### src/rtl/adap_pred_rec_sig_mc.sv
// rtl/adap_pred_rec_sig_mc.sv - time-multiplexed ADDB/ADDC reconstructed signal with per-channel PK history
module adap_pred_rec_sig_mc #(
  parameter int NCH  = 4,
  parameter int CH_W = 2,
  parameter int DQ_W = 15,
  parameter int SE_W = 15,
  parameter int SR_W = SE_W + 1
) (
  input  logic            clk,
  input  logic            reset,
  input  logic            scan_in0,
  input  logic            scan_en,
  output logic            scan_out0,
  input  logic            in_valid,
  output logic            in_ready,
  input  logic [CH_W-1:0] in_ch,
  input  logic            in_init,
  input  logic [DQ_W-1:0] dq,
  input  logic [SE_W-1:0] se,
  input  logic [SE_W-1:0] sez,
  output logic            out_valid,
  input  logic            out_ready,
  output logic [CH_W-1:0] out_ch,
  output logic [SR_W-1:0] sr,
  output logic            pk0,
  output logic            pk1,
  output logic            pk2,
  output logic            sigpk
);

  // Scan chain is stitched in by DFT; the RTL only ties off the output.
  logic unused_scan;
  assign unused_scan = scan_in0 ^ scan_en;
  assign scan_out0   = 1'b0;

  logic            a_valid;
  logic            a_init;
  logic [CH_W-1:0] a_ch;
  logic [DQ_W-1:0] a_dq;
  logic [SE_W-1:0] a_se;
  logic [SE_W-1:0] a_sez;
  logic            b_valid;
  logic            b_adv;
  logic            ab_xfer;
  logic [NCH-1:0]  hist_pk1;
  logic [NCH-1:0]  hist_pk2;
  logic [SR_W-1:0] mag_ext;
  logic [SR_W-1:0] dqi;
  logic [SR_W-1:0] sei;
  logic [SR_W-1:0] sezi;
  logic [SR_W-1:0] sr_c;
  logic [SR_W-1:0] dqsez;
  logic            ch_ok;
  logic            rd_pk1;
  logic            rd_pk2;

  assign b_adv     = !b_valid || out_ready;
  assign in_ready  = !a_valid || b_adv;
  assign ab_xfer   = a_valid && b_adv;
  assign out_valid = b_valid;

  // Stage-A arithmetic and history read; init or an out-of-range channel reads zero history.
  always_comb begin
    mag_ext = SR_W'(a_dq[DQ_W-2:0]);
    dqi     = a_dq[DQ_W-1] ? (~mag_ext + 1'b1) : mag_ext;
    sei     = {{(SR_W-SE_W){a_se[SE_W-1]}}, a_se};
    sezi    = {{(SR_W-SE_W){a_sez[SE_W-1]}}, a_sez};
    sr_c    = dqi + sei;
    dqsez   = dqi + sezi;
    ch_ok   = (int'(a_ch) < NCH);
    rd_pk1  = ch_ok && !a_init && hist_pk1[a_ch];
    rd_pk2  = ch_ok && !a_init && hist_pk2[a_ch];
  end

  // Stage A: capture the sample whenever the slot is free or draining.
  always_ff @(posedge clk) begin
    if (reset) begin
      a_valid <= 1'b0;
      a_init  <= 1'b0;
      a_ch    <= '0;
      a_dq    <= '0;
      a_se    <= '0;
      a_sez   <= '0;
    end else if (in_ready) begin
      a_valid <= in_valid;
      if (in_valid) begin
        a_init <= in_init;
        a_ch   <= in_ch;
        a_dq   <= dq;
        a_se   <= se;
        a_sez  <= sez;
      end
    end
  end

  // Stage B: register results; held stable while the consumer stalls.
  always_ff @(posedge clk) begin
    if (reset) begin
      b_valid <= 1'b0;
      out_ch  <= '0;
      sr      <= '0;
      pk0     <= 1'b0;
      pk1     <= 1'b0;
      pk2     <= 1'b0;
      sigpk   <= 1'b0;
    end else if (b_adv) begin
      b_valid <= a_valid;
      if (a_valid) begin
        out_ch <= a_ch;
        sr     <= sr_c;
        pk0    <= dqsez[SR_W-1];
        pk1    <= rd_pk1;
        pk2    <= rd_pk2;
        sigpk  <= (dqsez == '0);
      end
    end
  end

  // History shifts at the single A->B update point, so same-channel back-to-back needs no bubble.
  always_ff @(posedge clk) begin
    if (reset) begin
      hist_pk1 <= '0;
      hist_pk2 <= '0;
    end else if (ab_xfer && ch_ok) begin
      hist_pk1[a_ch] <= dqsez[SR_W-1];
      hist_pk2[a_ch] <= rd_pk1;
    end
  end

endmodule
### config.mk
export PLATFORM = sky130hd
export DESIGN_NAME = adap_pred_rec_sig_mc
export DESIGN_NICKNAME = d
export VERILOG_FILES = /design/src/rtl/adap_pred_rec_sig_mc.sv
export SDC_FILE = /design/constraint.sdc
export NUM_CORES = 1
export LEC_CHECK = 0
export ABC_AREA = 1
export CAP_MARGIN = 10
export CORE_MARGIN = 2
export CORE_UTILIZATION = 39
export CTS_BUF_LIST = sky130_fd_sc_hd__clkbuf_4 sky130_fd_sc_hd__clkbuf_8 sky130_fd_sc_hd__clkbuf_16
export DETAILED_ROUTE_END_ITERATION = 7
export PLACE_DENSITY = 0.63
export SYNTH_ARGS = -nofsm -noshare
export SYNTH_HDL_FRONTEND = slang
export SYNTH_SLANG_ARGS = --single-unit
### constraint.sdc
create_clock -name clk -period 7.4 [get_ports clk]
set_clock_uncertainty 0.05 [all_clocks]
set_input_delay 0.74 -clock clk [delete_from_list [all_inputs] [get_ports clk]]
set_output_delay 0.74 -clock clk [all_outputs]
set_load 0.02 [all_outputs]
## After elaboration in Yosys (flattened, before gate mapping)

Index checks and enable logic that the tools add are counted.
W data, S select, Z words.

- Register bits after elaboration: 80
- Output and inout port bits: 25

- Add/subtract/negate cells: 3
- $lt $le $gt $ge: 2
- Mux-type cells: 9
- Bitwise operators: 1
- Reductions and logical operators: 12

Operators with widths:

| operator | number |
|---|---|
| $add A16 B16 Y16 | 2 |
| $add A16 B1 Y16 const B | 1 |
| $logic_not A16 Y1 | 1 |
| $mux W16 | 1 |
| $not A14 Y16 | 1 |
| $bwmux W4 | 2 |
| $bmux W1 S2 | 2 |
| $logic_and A1 B1 Y1 | 4 |
| $reduce_and A2 Y1 | 2 |
| $logic_not A1 Y1 | 3 |
| $lt A2 B3 Y1 const B | 1 |
| $mux W1 | 3 |
| $demux W1 S2 | 1 |
| $ge A2 B1 Y1 const B | 1 |
| $logic_or A1 B1 Y1 | 2 |

## Logic depth before layout (Yosys ltp)

Gate-level depths: netlist of run 1.

- Depth in word-level cells: 5
- Gate-level depth with buffers: 24

## Worst setup path before layout of run 1

OpenSTA, ideal clock, no wires.

- Kind: register to register
- From: register a_dq[0]
- To: register sigpk
- Arrival time: 2,716 ps
- Data required time: 7,283 ps
- Path slack: 4,566 ps
- Cell stages (with the launch flop): 22
- Clock period less this slack: 2,834 ps
- Path through: dfxtp_1 inv_1 ha_1 inv_1 nor2_1 inv_1 nor3_1 nand3_1 o31ai_2 xor2_1 ha_1 nand2_1 inv_1 nand2_1 nand2_1 a21oi_1 nand2_4 nand3_2 nand2_4 nor2_4 nand3_2 a21oi_2

- Cells in the longest elaborated chain, start to end: 5

Ends and longest elaborated chain:

| what | line | RTL |
|---|---|---|
| from (decl) | 39 | `logic [DQ_W-1:0] a_dq;` |
| from (signal assigned) | 89 | `a_dq <= dq;` |
| $not A14 Y16 | 65 | `dqi = a_dq[DQ_W-1] ? (~mag_ext + 1'b1) : mag_ext;` |
| $add A16 B1 Y16 | 65 |  |
| $mux W16 * | 65 |  |
| $add A16 B16 Y16 * | 69 | `dqsez = dqi + sezi;` |
| $logic_not A16 Y1 * | 114 | `sigpk <= (dqsez == '0);` |
| to (signal assigned) | 114 |  |
| to (decl) | 28 | `output logic sigpk` |

Mark *: on every way between the ends. The rest lies on a longest branch, timed or not.
A chain may end at the register's enable or synchronous reset.

## Final worst setup path of run 1

- From: register a_dq[0]
- To: register sr[15]

- Cells in the longest elaborated chain, start to end: 4

Ends and longest elaborated chain:

| what | line | RTL |
|---|---|---|
| $not A14 Y16 | 65 |  |
| $add A16 B1 Y16 | 65 |  |
| $mux W16 * | 65 |  |
| $add A16 B16 Y16 * | 68 | `sr_c = dqi + sei;` |
| to (signal assigned) | 110 | `sr <= sr_c;` |
| to (decl) | 24 | `output logic [SR_W-1:0] sr,` |

Marked as above.

==> metrics.md, run 1 <==
| Metric | Value |
|---|---|
| WL per Instance | roughly 13 um |
| Top-area cell type share of the netlist area | a little under a third |
| Worst r2r src | a_dq[0]$_SDFFE_PP0P_ |
| Most common cell in the netlist | nand2_1 |
| Number of remaining DRC errors | 0 |
| Synth Register Bits | 80 |
| CTS clk-pin slew, worst paths | 60 ps |
| Fin crit share | 46.0% |
| IO Pins | roughly 80 |
| Leakage power | 0.00296 uW |
| Antenna violations before repair | 0 |
| Pwr/cell area | 213 nW/um^2 |
| Syn Std Cell Area | slightly above 5000 sq um |
| Number of I/O port buffers | 75 |
| Share of cells above drive strength 1 | under 10% |
| Synth Area per Inst | ~6.6 sq um |
| Yosys top cell by area | dfxtp_1 |
| Critical Path RT | ~7700 ps |
| Mapped Cells | 764 |
| Fin nets | 915 |
| Routed wire length | roughly 13000 um |
| Placement-stage cell area | ~6000 sq um |
| HP Class | flip-flop to flip-flop |
| Inserted Clock Buffers | 9 |
| CTS Buffer Depth | 2 |
| N_diodes | 0 |
| Primary FF master, synth | dfxtp_1 |
| Largest net degree at the start of global routing | 68 |
| Setup violators final | 0 |
| Final Hold Fails | 0 |
| Vias in the first global route | 4789 |
| First-pass GRT wire length | 22600 um |
| Drt via density | 4.95 |
| Die width | 118 um |
| # clock sinks | 80 |
| Initial core utilization | 39.9% |
| Post-route ant nets | 0 |
| Core Area | between 10000 and 15000 sq um |
| Routability cong. | around 0.87 |
| RSZ-0062 raised after global routing | no |
| CTS Hold Buffers Added | 0 |
| H-tree levels | 3 |
| DP Wirelength | 10500 um |
| Yosys Warn Count | 0 |
| Final total power | 1320 uW |
| CP Max Fanout | 6 |
| Iter 0 DRT Violations | 242 |
| Startpoint types | flip-flop |
| Resize count post-CTS | 0 |
| CTS tree | yes |
| Synth cell count leaders | nand2_1 (141), nor2_1 (128), inv_1 (94) |
| Pre-antenna DRT Iters | 5 |
| Slew HR | approximately a quarter |
| Max-cap viol count | 0 |
| Postcts setup bufs | 0 |
| Achievable frequency | 294 MHz |
| Hold Path Depth | 2 |
| Status | completed |
| Global Route Usage Sum | 20.2% |
| Register area share after synthesis | 31.8% |
| Worst Hold End | a_sez[3]$_SDFFE_PP0P_ |
| Tmin final | 3400 ps |
| CTS root buf | clkbuf_16 |
| Grt ovf | 0 |
| R2R depth | 20 |
| Worst slew pin tran | around 1100 ps |
| Top post-synthesis cells by area | dfxtp_1 (32%), nand2_1 (11%), nor2_1 (9.5%), o21ai_0 (8.3%), ha_1 (7.9%) |
| Final instance area | 6220 sq um |
| Synthesized net count | 852 |
| P&R area growth vs syn | 23.5% |
| CP Class | flip-flop to flip-flop |
| Crit end category | flip-flop |
| R2r endpoint | sr[15]$_SDFFE_PP0P_ |
| Min-delay src | a_sez[3]$_SDFFE_PP0P_ |
| R2R Setup Slk | 4000 ps |
| Worst IR Drop VDD | 0.118 mV |
| Worst skew pair latency | 350 ps |
| Arr. time, crit path | 3650 ps |
| Distinct cells, synth | 38 |
| Asr flop ratio synth | 0% |
| Die area | 13800 sq um |
| Setup TNS | 0 ps |
| Vias after detailed routing | between 4k and 5k |
| Fillers | 1310 |
| Die H | around 120 um |
| Slew Limit Fails | 0 |
| EDFF count, synth | 0 |
| WHS | 444 ps |
| Std cell rows | 41 |
-- where the power goes --
part / internal, uW / switching, uW
Sequential: 462 / 21.5
Clock: 274 / 180
Combinational: 152 / 236
Total: 887 / 438
-- routing by layer --
metal | track usage [%] | vias to the layer above | wire length (um)
met4 | 10.3 | 0 | 490
met1 | 26.1 | 2226 | 6450
met2 | 32.5 | 121 | 5910
li1 | - | 2595 | -
met5 | 0 | - | 0
met3 | 3.54 | 27 | 590
-- stage by stage --
| step | util, % | worst slack (ps) | std cells |
|---|---|---|---|
| after floorplan | - | 4570 | 764 |
| after global placement | 46.9 | 3940 | 988 |
| after detailed placement | 46.9 | 3920 | 988 |
| after CTS | 49.3 | 3970 | 1004 |
| after global routing | 49.3 | 3620 | 1004 |
| final | 49.3 | 4000 | 1004 |
-- critical path: stages (launching register included) --
cell and delay (ps):
dfxtp_1 370, inv_1 120, ha_1 170, inv_1 40
nor2_1 160, inv_1 60, nor3_1 190, nand3_1 160
o31ai_2 250, xor2_1 290, ha_1 360, a21oi_1 330
o21a_1 180, nor2_1 40, nor3b_1 160, nand2_1 90
nor2_1 90, nor2_1 40, nand2_1 90, nand2_1 50
inv_1 50
-- cell type report --
class | instances | area (sq um) | share of cell area (%)
clock buffer | 11 | 246 | 3.96
multi-input combinational | 562 | 2970 | 47.8
tap | 172 | 215 | 3.46
sequential | 80 | 1600 | 25.7
timing repair buffer | 77 | 766 | 12.3
clock inverter | 5 | 56.3 | 0.905
inverter | 97 | 364 | 5.85
-- logic make-up after synthesis --
kind of cell	count (synthesis)	share of synthesized area, %
buffers and inverters	122	9.29
and+or+nand+nor	355	30.4
AOI/OAI and AO/OA	152	16.2
other	1	0.0744
DFF	80	31.8
adders and majority gates	34	8.74
xor gates and xnor gates	20	3.48
-- flip-flops by register name, indices dropped and copies added, names as in the netlist --
register   cells
sigpk          1
hist_pk1       4
pk0            1
sr            16
hist_pk2       4
pk1            1
a_ch           2
out_ch         2
a_se          15
a_valid        1
out_valid      1
pk2            1
a_init         1
a_sez         15
a_dq          15
-- worst max-delay path by stage --
stage	startpoint	end	slack, ps	depth (start not counted)
after global placement	out_ready	hist_pk1[3]$_SDFFE_PP0P_	3940	10
after floorplan	a_dq[0]$_SDFFE_PP0P_	sigpk$_SDFFE_PP0P_	4570	21
after CTS	a_dq[0]$_SDFFE_PP0P_	sr[15]$_SDFFE_PP0P_	3970	20
after global routing	a_dq[0]$_SDFFE_PP0P_	sr[15]$_SDFFE_PP0P_	3620	20
final	a_dq[0]$_SDFFE_PP0P_	sr[15]$_SDFFE_PP0P_	4000	20
after detailed placement	out_ready	hist_pk1[3]$_SDFFE_PP0P_	3920	10
-- placed cells by master (no fill, tap or decap), types with 2 or more instances in the layout --
cell             count
a21o_1               3
a21oi_1             47
a21oi_2              3
a31oi_1              2
and2_1               2
buf_4                2
clkbuf_16            9
clkdlybuf4s50_1     75
clkinv_2             2
dfxtp_1             80
fa_1                 2
ha_1                32
inv_1               94
inv_2                3
nand2_1            140
nand2_2             10
nand2_4              3
nand3_1             43
nand3_2              4
nand3b_1             4
nand4_1              6
nor2_1             128
nor2_2               3
nor2_4               2
nor3_1               8
o211ai_1             5
o21ai_0             84
o22ai_1              2
xnor2_1              4
xor2_1              16
Power figures use the tool's default switching activity.
==> run 2, diff against run 1 <==
--- a/config.mk
+++ b/config.mk
@@ -11,7 +11,7 @@
 export CORE_UTILIZATION = 39
 export CTS_BUF_LIST = sky130_fd_sc_hd__clkbuf_4 sky130_fd_sc_hd__clkbuf_8 sky130_fd_sc_hd__clkbuf_16
 export DETAILED_ROUTE_END_ITERATION = 7
-export PLACE_DENSITY = 0.63
+export PLACE_DENSITY = 0.65
 export SYNTH_ARGS = -nofsm -noshare
 export SYNTH_HDL_FRONTEND = slang
 export SYNTH_SLANG_ARGS = --single-unit
==> constraint.sdc (replaced) <==
create_clock -name clk -period 3 [get_ports clk]
set_clock_uncertainty 0.05 [all_clocks]
set_input_delay 0.3 -clock clk [delete_from_list [all_inputs] [get_ports clk]]
set_output_delay 0.3 -clock clk [all_outputs]
set_load 0.02 [all_outputs]
==> metrics.md, run 2 (same netlist as run 1, synthesis figures left out) <==
| Metric | Value |
|---|---|
| Status | completed |
| Drt via density | 4.81 (-2.7%) |
| First-pass GRT wire length | 22700 um (+0.40%) |
| Worst skew pair latency | 340 ps (about the same) |
| Global Route Usage Sum | 20.1% (-0.18 points) |
| Die width | 118 um (unchanged) |
| Initial core utilization | 39.9% (unchanged) |
| HP Class | flip-flop to flip-flop |
| Hold Path Depth | 2 (unchanged) |
| Routed wire length | 13700 um (+1.6%) |
| CP peak stage delay | 320 ps (-50 ps) |
| Area of the multi-input gates | 3210 sq um (+8.1%) |
| Slew HR | 62.4% (+36 points) |
| # clock sinks | 80 (unchanged) |
| Pre-CTS WS | -105 ps (-4030 ps) |
| Slowest cell on crit path | dfxtp_2 |
| Final Hold Fails | 0 (unchanged) |
| Setup violators final | 0 (unchanged) |
| CTS root buf | clkbuf_16 |
| Routability cong. | 0.918 (+5.4%) |
| Fin crit share | 98.8% (+53 points) |
| CTS clk-pin slew, worst paths | 60 ps (about the same) |
| R2R depth | 21 (+5.0%) |
| Worst IR Drop VDD | 0.267 mV (+130%) |
| Crit end category | flip-flop |
| CP Class | flip-flop to flip-flop |
| Tmin final | 2960 ps (-439 ps) |
| RSZ-0062 raised after global routing | yes |
| Leakage power | 0.00315 uW (+6.5%) |
| CP Max Fanout | 4 (-2) |
| Finished Layout Cells | 1040 (+3.6%) |
| Die area | 13800 sq um (unchanged) |
| Largest Register | sr |
| Achievable frequency | 337 MHz (+15%) |
| Worst slew pin tran | 564 ps (-544 ps) |
| N_diodes | 0 (unchanged) |
| Delay-heaviest family, CP | simple AND/OR/NAND/NOR gates |
| CTS tree | yes |
| Largest net degree at the start of global routing | 66 (-2.9%) |
| Commonest non-fill, non-tap cell in the layout | nand2_1 |
| Critical path's most frequent cell | inv_2 |
| Fillers | 1299 (-0.84%) |
| IO Pins | 79 (unchanged) |
| Arr. time, crit path | 3190 ps (-460 ps) |
| Pre-antenna DRT Iters | 4 (-1) |
| Dpl cells | 1019 (+3.1%) |
| Slew Limit Fails | 0 (unchanged) |
| Antenna violations before repair | 0 (unchanged) |
| CTS Buffer Depth | 2 (unchanged) |
| Pwr/cell area | 504 nW/um^2 (+140%) |
| Vias after detailed routing | 5006 (+0.74%) |
| Vias in the first global route | 4727 (-1.3%) |
| Startpoint types | flip-flop |
| Post-route ant nets | 0 (unchanged) |
| DP Wirelength | 10300 um (-2.4%) |
| WHS | 432 ps (-12.3 ps) |
| Fin nets | 951 (+3.9%) |
| H-tree levels | 3 (unchanged) |
| Core Area | 12600 sq um (unchanged) |
| Number of I/O port buffers | 75 (unchanged) |
| Sequential cell area | 1600 sq um (+0.16%) |
| Die H | 118 um (unchanged) |
| Number of cells on the critical path | 21 (+5.0%) |
| Largest register FFs | 16 (unchanged) |
| Inserted Clock Buffers | 9 (unchanged) |
| Final instance area | 6730 sq um (+8.2%) |
| WL per Instance | 13.1 um (-1.9%) |
| Std cell rows | 41 (unchanged) |
| P&R area growth vs syn | 33.7% |
| Critical Path RT | 3230 ps (-4420 ps) |
| Commonest non-fill, non-tap cells in the layout | nand2_1 (130), nor2_1 (119), inv_1 (88) |
| Placement-stage cell area | 6160 sq um (+4.1%) |
| Crit-path cells | inv_2, ha_4, inv_2, nor2_4, inv_2, nor3_4, nand3_2, o31ai_4, xor2_2, ha_1, nand2_2, inv_2, nand2_2, nand2_2, a21oi_4, nand2_4, nand3_2, nand2_4, nor2_4, nand3_2, a21oi_2 |
| Iter 0 DRT Violations | 257 (+6.2%) |
| Fin util | 53.4% (+4.1 points) |
| Slack of the critical path | 36.9 ps (-3960 ps) |
| Share of cells above drive strength 1 | 15.8% (+9.9 points) |
| Max-cap viol count | 0 (unchanged) |
| Grt ovf | 0 (unchanged) |
| Number of remaining DRC errors | 0 (unchanged) |
| Buf/Inv on CP | 4 (unchanged) |
run 2: what timing repair did:
action	in CTS	in global routing
resized for setup	7	62
pin swaps	3	24
setup buffers	1	4
endpoints found under the setup margin	7	13
hold buffers	0	0
hold endpoints to repair	0	0
run 2: cell type report:
type                    instances  area share [%]
multi-input cells             562            47.7
inverters                      97            5.41
clock inverters                 4           0.390
clock buffers                  12            3.87
flip-flops and latches         80            23.8
repair buffers                113            15.6
well taps                     172            3.20
run 2: worst register-to-register path, delay by kind of cell (launching register included):
family	cells	cell delay (ps)
AOI/OAI and AO/OA	3	560
xor gates and xnor gates	1	190
adders and majority gates	2	440
buffers and inverters	4	210
DFF	1	320
and+or+nand+nor	11	1130
run 2: metrics by stage:
step	total power [uW]	TNS, ps
6_report	3390	0
5_1_grt	3600	-1170
4_1_cts	3320	0
3_5_place_dp	2240	-344
3_3_place_gp	2230	-21.5
2_1_floorplan	1870	0
run 2: metal layers:
metal	part of all wire, %	GRT usage (%)	vias up	wire length [um]
li1	-	-	2661	-
met1	50	27.8	2220	6780
met2	44	31.8	104	5950
met3	4.8	2.91	21	654
met4	2.0	7.15	0	268
met5	0	0	-	0
run 2: where the power goes:
group	switching (uW)	internal, uW	total (uW)
logic	646	487	1130
registers	54.8	1140	1190
clock network	450	615	1070
run 2: worst paths after layout:
| kind | from | endpoint | slack, ps |
|---|---|---|---|
| setup reg to reg | a_dq[0]$_SDFFE_PP0P_ | sigpk$_SDFFE_PP0P_ | 40 |
| setup / recovery | a_dq[0]$_SDFFE_PP0P_ | sigpk$_SDFFE_PP0P_ | 40 |
| hold reg to reg | out_ch[1]$_SDFFE_PP0P_ | out_ch[1]$_SDFFE_PP0P_ | 430 |
| hold / removal | out_ch[1]$_SDFFE_PP0P_ | out_ch[1]$_SDFFE_PP0P_ | 430 |
==> run 3, diff against run 2 <==
--- a/config.mk
+++ b/config.mk
@@ -12,6 +12,7 @@
 export CTS_BUF_LIST = sky130_fd_sc_hd__clkbuf_4 sky130_fd_sc_hd__clkbuf_8 sky130_fd_sc_hd__clkbuf_16
 export DETAILED_ROUTE_END_ITERATION = 7
 export PLACE_DENSITY = 0.65
+export SKIP_LAST_GASP = 1
 export SYNTH_ARGS = -nofsm -noshare
 export SYNTH_HDL_FRONTEND = slang
 export SYNTH_SLANG_ARGS = --single-unit
==> metrics.md, run 3 (same netlist as run 1, synthesis figures left out) <==
| Metric | Value |
|---|---|
| Status | completed |
| First-pass GRT wire length | 22700 um (unchanged) |
| CP Max Fanout | 4 (unchanged) |
| Global Route Usage Sum | 20.1% (unchanged) |
| Antenna violations before repair | 0 (unchanged) |
| CTS Hold Buffers Added | 0 (unchanged) |
| Iter 0 DRT Violations | 276 (+7.4%) |
| Hold Path Depth | 2 (unchanged) |
| Initial core utilization | 39.9% (unchanged) |
| Post-route ant nets | 0 (unchanged) |
| Largest register FFs | 16 (unchanged) |
| Final Hold Fails | 0 (unchanged) |
| P&R area growth vs syn | 33.5% |
| CTS tree | yes |
| Largest net degree at the start of global routing | 66 (unchanged) |
| Critical Path RT | 3230 ps (about the same) |
| R2R depth | 21 (unchanged) |
| R2r endpoint | sigpk$_SDFFE_PP0P_ |
| Die width | 118 um (unchanged) |
| Fin crit share | 98.8% (about the same) |
| Number of remaining DRC errors | 0 (unchanged) |
| Routability cong. | 0.918 (unchanged) |
| Core Area | 12600 sq um (unchanged) |
| RSZ-0062 raised after global routing | yes |
| CTS root buf | clkbuf_16 |
| Die H | 118 um (unchanged) |
| Drt via density | 4.79 (-0.48%) |
| Leakage power | 0.00315 uW (about the same) |
| Grt ovf | 0 (unchanged) |
| Startpoint types | flip-flop |
| CTS clk-pin slew, worst paths | 60 ps (about the same) |
| N_diodes | 0 (unchanged) |
| Fin nets | 951 (unchanged) |
| R2R Setup Slk | 40 ps (about the same) |
| Worst r2r src | a_dq[1]$_SDFFE_PP0P_ |
| Arr. time, crit path | 3190 ps (about the same) |
| Final total power | 3390 uW (-0.16%) |
| Crit end category | flip-flop |
| Slew Limit Fails | 0 (unchanged) |
| Max-cap viol count | 0 (unchanged) |
| Die area | 13800 sq um (unchanged) |
| Number of I/O port buffers | 75 (unchanged) |
| Share of cells above drive strength 1 | 15.7% (-0.12 points) |
| Achievable frequency | 337 MHz (about the same) |
| Placement-stage cell area | 6160 sq um (unchanged) |
| Pre-antenna DRT Iters | 5 (+1) |
| # clock sinks | 80 (unchanged) |
| Vias in the first global route | 4727 (unchanged) |
| Routed wire length | 13600 um (-0.28%) |
| Pwr/cell area | 504 nW/um^2 (about the same) |
| Setup TNS | 0 ps (unchanged) |
| H-tree levels | 3 (unchanged) |
| Min-delay src | out_ch[1]$_SDFFE_PP0P_ |
| IO Pins | 79 (unchanged) |
| Std cell rows | 41 (unchanged) |
| Worst skew pair latency | 340 ps (about the same) |
| Dpl cells | 1019 (unchanged) |
| HP Class | flip-flop to flip-flop |
| Commonest non-fill, non-tap cells in the layout | nand2_1 (131), nor2_1 (119), inv_1 (88) |
| CP Class | flip-flop to flip-flop |
| Finished Layout Cells | 1040 (unchanged) |
| WL per Instance | 13.1 um (-0.28%) |
| Slew HR | 63.0% (+0.62 points) |
| Vias after detailed routing | 4982 (-0.48%) |
| Largest Register | sr |
| Worst slew pin tran | 555 ps (-9.36 ps) |
| Worst IR Drop VDD | 0.266 mV (-0.20%) |
| Worst Hold End | out_ch[1]$_SDFFE_PP0P_ |
| Tmin final | 2960 ps (+0.991 ps) |
| Commonest non-fill, non-tap cell in the layout | nand2_1 |
| Setup violators final | 0 (unchanged) |
| CTS Buffer Depth | 2 (unchanged) |
| Final instance area | 6720 sq um (-0.15%) |
| DP Wirelength | 10300 um (unchanged) |
| Inserted Clock Buffers | 9 (unchanged) |
[run 3: worst max path at each step]
stage	slack [ps]	endpoint	start
6_report	40	sigpk$_SDFFE_PP0P_	a_dq[1]$_SDFFE_PP0P_
5_1_grt	-190	sr[15]$_SDFFE_PP0P_	a_dq[1]$_SDFFE_PP0P_
4_1_cts	20	hist_pk1[1]$_SDFFE_PP0P_	a_dq[0]$_SDFFE_PP0P_
3_5_place_dp	-110	sigpk$_SDFFE_PP0P_	a_dq[0]$_SDFFE_PP0P_
3_3_place_gp	-20	sigpk$_SDFFE_PP0P_	a_dq[0]$_SDFFE_PP0P_
2_1_floorplan	170	sigpk$_SDFFE_PP0P_	a_dq[0]$_SDFFE_PP0P_
[run 3: repair_timing]
item / in CTS / in global routing
pin swaps: 3 / 24
resized for setup: 7 / 59
buffers inserted: 1 / 4
endpoints found under the setup margin: 7 / 13
gates cloned: 0 / 0
[run 3: power breakdown]
part           internal (uW)  leakage (uW)  switching (uW)
clock network            615      0.000142             450
logic                    485       0.00234             643
registers               1140      0.000662            54.7
total                   2240       0.00315            1150
[run 3: metal layers]
layer	track usage, %	routed length, um	up-vias	share of wire [%]
met5	0	0	-	0
met4	7.15	268	0	2.0
met3	2.91	560	21	4.1
met2	31.8	5980	91	44
met1	27.8	6800	2208	50
li1	-	-	2662	-
[run 3: per-stage QoR]
stage | setup WS, ps | hold WS [ps] | util (%)
4_1_cts | 21.4 | 433 | 51.4
6_report | 35.9 | 430 | 53.3
3_3_place_gp | -21.2 | 424 | 48.8
5_1_grt | -186 | 471 | 53.3
2_1_floorplan | 166 | 400 | -
3_5_place_dp | -105 | 415 | 48.8
[run 3: cell type report]
cell class	count	area, sq um
fill	1300	5900
inverter	97	364
sequential	80	1600
multi-input combinational	562	3200
clock buffer	12	260
timing repair buffer	113	1050
clock inverter	4	26.3
tap	172	215
[run 3: worst max-delay path: stages (launching register included)]
cell and delay, ps:
dfxtp_2 310, inv_2 70, ha_4 140, inv_2 40
nor2_4 100, inv_2 50, nor3_4 200, nand3_2 140
o31ai_4 300, xor2_2 190, ha_1 300, nand2_2 120
inv_2 50, nand2_2 60, nand2_2 70, a21oi_4 160
nand2_4 70, nand3_2 110, nand2_4 90, nor2_4 110
nand3_2 60, a21oi_2 100
